===== src/rtl/mem_lsu_pkg.sv =====
// Shared RV32I load/store encodings and the MEM-stage LSU state type.
package rv32i_types;

  typedef enum logic [2:0] {
    lb  = 3'b000,
    lh  = 3'b001,
    lw  = 3'b010,
    lbu = 3'b100,
    lhu = 3'b101
  } load_funct3_t;

  typedef enum logic [2:0] {
    sb = 3'b000,
    sh = 3'b001,
    sw = 3'b010
  } store_funct3_t;

  typedef enum logic [1:0] {
    IDLE   = 2'd0,
    ACCESS = 2'd1,
    HOLD   = 2'd2
  } lsu_state_t;

endpackage


===== src/rtl/mem_lsu_align.sv =====
// Combinational store byte-enable/data formatting, load shift/extend and misalign check.
module lsu_align
  import rv32i_types::*;
(
  input  logic [2:0]  funct3_i,
  input  logic [1:0]  addr_lo_i,
  input  logic        mem_write_i,
  input  logic [31:0] rs2_i,
  input  logic [31:0] rdata_i,
  output logic [3:0]  mbe_o,
  output logic [31:0] wdata_o,
  output logic [31:0] load_o,
  output logic        misaligned_o
);

  logic [31:0] shifted;

  assign shifted = rdata_i >> {addr_lo_i, 3'b000};

  always_comb begin
    misaligned_o = 1'b0;
    case (funct3_i[1:0])
      2'b01:   misaligned_o = addr_lo_i[0];
      2'b10:   misaligned_o = (addr_lo_i != 2'b00);
      default: misaligned_o = 1'b0;
    endcase
  end

  always_comb begin
    mbe_o   = 4'b1111;
    wdata_o = rs2_i;
    if (mem_write_i) begin
      case (store_funct3_t'(funct3_i))
        sb: begin
          mbe_o   = 4'b0001 << addr_lo_i;
          wdata_o = {4{rs2_i[7:0]}};
        end
        sh: begin
          mbe_o   = 4'b0011 << addr_lo_i;
          wdata_o = {2{rs2_i[15:0]}};
        end
        default: begin
          mbe_o   = 4'b1111;
          wdata_o = rs2_i;
        end
      endcase
    end
  end

  always_comb begin
    load_o = shifted;
    case (load_funct3_t'(funct3_i))
      lb:      load_o = {{24{shifted[7]}}, shifted[7:0]};
      lh:      load_o = {{16{shifted[15]}}, shifted[15:0]};
      lbu:     load_o = {24'b0, shifted[7:0]};
      lhu:     load_o = {16'b0, shifted[15:0]};
      default: load_o = shifted;
    endcase
  end

endmodule


===== src/rtl/mem_lsu.sv =====
// MEM-stage load/store unit: request/response handshake, pipeline stall, load capture
// while the pipeline is frozen by another stall, and an optional wait watchdog.
module mem_lsu
  import rv32i_types::*;
#(
  parameter int unsigned TIMEOUT_CYCLES = 0
) (
  input  logic        clk,
  input  logic        rst,
  input  logic        mem_read_i,
  input  logic        mem_write_i,
  input  logic [2:0]  funct3_i,
  input  logic [31:0] addr_i,
  input  logic [31:0] rs2_i,
  input  logic        advance_i,
  output logic        data_read,
  output logic        data_write,
  output logic [3:0]  data_mbe,
  output logic [31:0] data_addr,
  output logic [31:0] data_wdata,
  input  logic [31:0] data_rdata,
  input  logic        data_resp,
  output logic [31:0] rdata_o,
  output logic        stall_o,
  output logic        misaligned_o,
  output logic        timeout_o
);

  lsu_state_t  state_q, state_d;
  logic [31:0] cap_q, load_fmt, load_val;
  logic [15:0] cnt_q;
  logic [16:0] cnt_inc;
  logic        access, mis, req, cap_en;

  lsu_align u_align (
    .funct3_i     (funct3_i),
    .addr_lo_i    (addr_i[1:0]),
    .mem_write_i  (mem_write_i),
    .rs2_i        (rs2_i),
    .rdata_i      (data_rdata),
    .mbe_o        (data_mbe),
    .wdata_o      (data_wdata),
    .load_o       (load_fmt),
    .misaligned_o (mis)
  );

  assign access       = mem_read_i | mem_write_i;
  assign misaligned_o = access & mis;
  assign req          = access & ~mis;
  assign data_addr    = {addr_i[31:2], 2'b00};
  assign load_val     = mem_read_i ? load_fmt : 32'b0;
  assign cnt_inc      = {1'b0, cnt_q} + 17'd1;

  always_comb begin
    state_d    = state_q;
    data_read  = 1'b0;
    data_write = 1'b0;
    stall_o    = 1'b0;
    rdata_o    = 32'b0;
    cap_en     = 1'b0;
    case (state_q)
      IDLE, ACCESS: begin
        if (req) begin
          data_read  = mem_read_i;
          data_write = mem_write_i;
          if (!data_resp) begin
            stall_o = 1'b1;
            state_d = ACCESS;
          end else begin
            rdata_o = load_val;
            if (advance_i) begin
              state_d = IDLE;
            end else begin
              state_d = HOLD;
              cap_en  = 1'b1;
            end
          end
        end else begin
          state_d = IDLE;
        end
      end
      HOLD: begin
        rdata_o = cap_q;
        if (advance_i) state_d = IDLE;
      end
      default: state_d = IDLE;
    endcase
    // Reset must kill an in-flight request in the same cycle, not one edge later.
    if (rst) begin
      state_d    = IDLE;
      data_read  = 1'b0;
      data_write = 1'b0;
      stall_o    = 1'b0;
      rdata_o    = 32'b0;
      cap_en     = 1'b0;
    end
  end

  always_ff @(posedge clk) begin
    if (rst) begin
      state_q   <= IDLE;
      cap_q     <= 32'b0;
      cnt_q     <= 16'b0;
      timeout_o <= 1'b0;
    end else begin
      state_q <= state_d;
      if (cap_en) cap_q <= load_val;
      if (state_q == ACCESS && state_d == ACCESS) begin
        if (cnt_q != 16'hFFFF) cnt_q <= cnt_inc[15:0];
        if (TIMEOUT_CYCLES > 0 && {15'b0, cnt_inc} >= TIMEOUT_CYCLES) timeout_o <= 1'b1;
      end else begin
        cnt_q <= 16'b0;
      end
    end
  end

endmodule


===== config.mk =====
export PLATFORM = sky130hd
export DESIGN_NAME = mem_lsu
export DESIGN_NICKNAME = d
export VERILOG_FILES = /design/src/rtl/mem_lsu_pkg.sv /design/src/rtl/mem_lsu_align.sv /design/src/rtl/mem_lsu.sv
export SDC_FILE = /design/constraint.sdc
export NUM_CORES = 1
export LEC_CHECK = 0
export CAP_MARGIN = 0
export CORE_MARGIN = 10
export CORE_UTILIZATION = 38
export CTS_CLUSTER_SIZE = 25
export DETAILED_ROUTE_END_ITERATION = 6
export PLACE_DENSITY = 0.83
export SLEW_MARGIN = 40
export SYNTH_ARGS = -nofsm -noshare
export SYNTH_HDL_FRONTEND = slang
export SYNTH_SLANG_ARGS = --single-unit

===== constraint.sdc =====
create_clock -name clk -period 2.95 [get_ports clk]
set_clock_uncertainty 0.2 [all_clocks]
set_input_delay 0.59 -clock clk [delete_from_list [all_inputs] [get_ports clk]]
set_output_delay 0.59 -clock clk [all_outputs]
set_load 0.01 [all_outputs]

==> results.sh <==
export IMPL_run_status="complete, but fails checks"
export IMPL_violations="setup timing"
export IMPL_finalMaxSlewViolations=0
export IMPL_count_of_flip_flops_with_a_built_in_enable_after_synthesis=0
export IMPL_combinational_family_with_the_most_area_after_synthesis="compound AO/OA/AOI/OAI gates"
export IMPL_post_synth_mux_area_share_pct=10.8
export IMPL_hold_class="reg2reg"
export IMPL_endpoint_kind="output port"
export IMPL_totalNegativeSetupSlack_ps=-458
export IMPL_timing_final_crit_share_pct=101
export IMPL_firstDrtPassIters=5
export IMPL_diodes_inserted=0
export IMPL_vias_per_cell=5.68
export IMPL_first_pass_grt_wire_length_um=22000
export IMPL_synth_compound_area_share_pct=32.0
export IMPL_critical_path_start="funct3_i[0]"
export IMPL_antenna_violations_before_repair=0
export IMPL_post_route_worst_setup_slack_ps=-37.9
export IMPL_simple_gate_portion_of_the_synthesized_area_pct=20.1
export IMPL_cts_root_to_sink_buffers=2
export IMPL_dieArea_mm2=0.0129
export IMPL_detailed_place_hpwl_um=10900
export IMPL_start_util_pct=38.5
export IMPL_port_buffers=146
export IMPL_worstHoldEndpoint="cap_q[2]"
export IMPL_final_core_utilization_pct=64.3
export IMPL_cts_made_buffers=5
export IMPL_ys_flop_type="sky130_fd_sc_hd__dfxtp_1"
export IMPL_dp_worst_setup_slack_ps=-977
export IMPL_core_mm2=0.00864
export IMPL_layout_cell_share_with_drive_strength_beyond_1_pct=36.2
export IMPL_syn_mean_instance_area_um2=7.94
export IMPL_r2r_worst_path_cells=8
export IMPL_clock_tree_from_tritoncts="done"
export IMPL_postSynthCellCount=419
export IMPL_power_leakage_nw=2.41
export IMPL_ios=210
export IMPL_tightestPinTransition_ps=567
export IMPL_routed_wirelength_um=14500
export IMPL_timing_hold_worst_path_depth=2
export IMPL_cellPowerDensity_mw_per_mm2=281
export IMPL_crit_arrival_ps=2200
export IMPL_detailroute_via_count=4023
export IMPL_cts_sinks=34
export IMPL_globalRouteOverflowTotal=0
export IMPL_final_hold_viol_count=0
export IMPL_gpl_final_weighted_congestion=0.956
export IMPL_cts_hold_buffers_added=0
export IMPL_async_reset_ff_share_pct=0
export IMPL_htree_num_levels=2
export IMPL_startpoint_class_of_the_critical_path="input port"
export IMPL_antenna_left=0
export IMPL_yosysSeqAreaShare_pct=20.5
export IMPL_area_growth_synth_to_final_pct=66.9
export IMPL_final_fill_count=683
export IMPL_synth_seq_cells=34
export IMPL_die_w_um=114
export IMPL_worst_hold_startpoint="cap_q[2]"
export IMPL_r2r_setup_slack_ps=930
export IMPL_sequential_cell_area_um2=681
export IMPL_die_span_in_y_um=114
export IMPL_final_period_minus_worst_setup_slack_ps=2990
export IMPL_final_net_count=707
export IMPL_clk_pin_slew_worst_paths_ps=70
export IMPL_r2r_start="state_q[1]"
export IMPL_yosys_area_share_xor_xnor_pct=0
export IMPL_worstSetupPathType="in2out"
export IMPL_clock_root_buffer="sky130_fd_sc_hd__clkbuf_8"
export IMPL_synth_adder_area_share_pct=1.13
export IMPL_yosys_cell_types_count=42
export IMPL_crit_required_ps=2160
export IMPL_relSlewSlack_pct=62.2
export IMPL_drv_max_cap_violation_count=0
export IMPL_grt_start_max_net_pins=45
export IMPL_drc=0
export IMPL_max_clock_freq_mhz=335
export IMPL_wire_per_inst_um=20.5
export IMPL_std_cell_rows=34
export IMPL_timing_rr_end="cap_q[13]"
export IMPL_setup_viol_count_final=15
export IMPL_yosysWarnings=0
export IMPL_dr_first_iter_drc_count=293
export IMPL_multi_input_area_mm2=0.00240
export IMPL_grt_pass1_vias=3958
export IMPL_synth_cell_area_mm2=0.00333
export IMPL_clk_insertion_delay_late_ps=290
export IMPL_max_vdd_ir_drop_mv=0.204
export IMPL_setup_repair_after_global_routing_missed_its_margin="true"
export IMPL_critical_path_fanouts_max=6
export IMPL_gr_usage_all_layers_pct=20.8
export IMPL_p_total_mw=1.56
## cells by family (layout without fill, tap and decap cells)
kind of cell	Yosys count	count (layout)
AOI/OAI and AO/OA	148	149
other	1	3
buffers and inverters	85	263
adders and majority gates	3	3
muxes	26	26
DFF	34	34
and+or+nand+nor	122	122
## placed cells by master (no fill, tap or decap), types with 13 or more instances in the layout
master,n
sky130_fd_sc_hd__buf_4,81
sky130_fd_sc_hd__clkdlybuf4s50_1,65
sky130_fd_sc_hd__nand2_1,34
sky130_fd_sc_hd__dfxtp_1,34
sky130_fd_sc_hd__buf_2,34
sky130_fd_sc_hd__nand2b_1,33
sky130_fd_sc_hd__a22o_1,32
sky130_fd_sc_hd__dlygate4sd2_1,30
sky130_fd_sc_hd__o21ai_0,21
sky130_fd_sc_hd__a21oi_1,17
sky130_fd_sc_hd__mux2i_1,17
sky130_fd_sc_hd__nor2_1,16
sky130_fd_sc_hd__o32ai_1,16
sky130_fd_sc_hd__buf_6,16
sky130_fd_sc_hd__o22ai_2,13
## what timing repair did
item | in CTS | in global routing
resized for setup | 261 | 43
setup buffers | 15 | 3
pin swaps | 12 | 10
cloned | 4 | 2
endpoints found under the setup margin | 64 | 47
## worst max-delay path, stage by stage
cell,delay [ps]
sky130_fd_sc_hd__buf_8,100
sky130_fd_sc_hd__buf_6,110
sky130_fd_sc_hd__ha_4,150
sky130_fd_sc_hd__buf_6,120
sky130_fd_sc_hd__mux2i_4,150
sky130_fd_sc_hd__o221ai_2,100
sky130_fd_sc_hd__o211ai_1,270
sky130_fd_sc_hd__buf_4,240
sky130_fd_sc_hd__buf_12,140
sky130_fd_sc_hd__o22ai_2,60
sky130_fd_sc_hd__buf_2,150
## report_power, final
group          internal [mW]  switching [mW]  leakage, nW
registers              0.471         0.00714        0.275
clock network          0.188           0.179       0.0482
logic                  0.385           0.329         2.09
total                   1.05           0.515         2.41
## how the worst max path moves through the flow
stage	end	slack, ps	cells past startpoint
detailed placement	rdata_o[21]	-980	9
global route	rdata_o[29]	-120	11
finish	rdata_o[28]	-40	11
CTS	rdata_o[17]	-20	11
global placement	stall_o	-900	7
floorplan	rdata_o[10]	70	6
## through the flow
stage | cells | area (um^2) | hold WS, ps
after floorplan | 421 | 3330 | 250
after global placement | 677 | 5130 | 258
after detailed placement | 677 | 5130 | 271
after CTS | 704 | 5540 | 280
after global routing | 708 | 5550 | 309
final | 708 | 5550 | 282
## cell usage after synthesis, drive strengths merged, types with 3 or more instances
library cell / n / area share, %
buf: 58 / 12
nand2: 36 / 4.1
dfxtp: 34 / 20
nand2b: 34 / 6.4
a22o: 32 / 8.4
o21ai: 30 / 4.5
clkbuf: 24 / 2.7
mux2i: 18 / 5.4
a21oi: 17 / 2.6
nor2: 17 / 2.4
o22ai: 16 / 3.0
o32ai: 16 / 4.2
and2: 10 / 1.9
a21o: 8 / 1.8
a22oi: 8 / 1.8
a2bb2oi: 8 / 2.1
a31o: 8 / 2.1
mux4: 8 / 5.4
nand3: 7 / 1.1
nor2b: 7 / 1.3
nor4: 4 / 1.1
ha: 3 / 1.1
inv: 3 / 0.34
## flip-flops by register name, indices dropped and copies added, names as in the netlist
name / flops
state_q: 2
cap_q: 32
## routing by layer
metal  GRT usage, %  part of all wire, %  vias up
met4           5.41                  1.7        0
met1           25.1                   39     1941
li1               -                    -     1865
met2           36.1                   51      188
met5              0                    0        -
met3           4.67                  7.6       29
## final cells by class
type,instances,area share [%]
Inverter,3,0.383
Sequential cell,34,12.3
Clock buffer,7,1.56
Timing Repair Buffer,252,40.0
Tap cell,108,2.43
Multi-Input combinational cell,303,43.3
Clock inverter,1,0.0902
No activity file was read; power rests on OpenSTA's default activity.
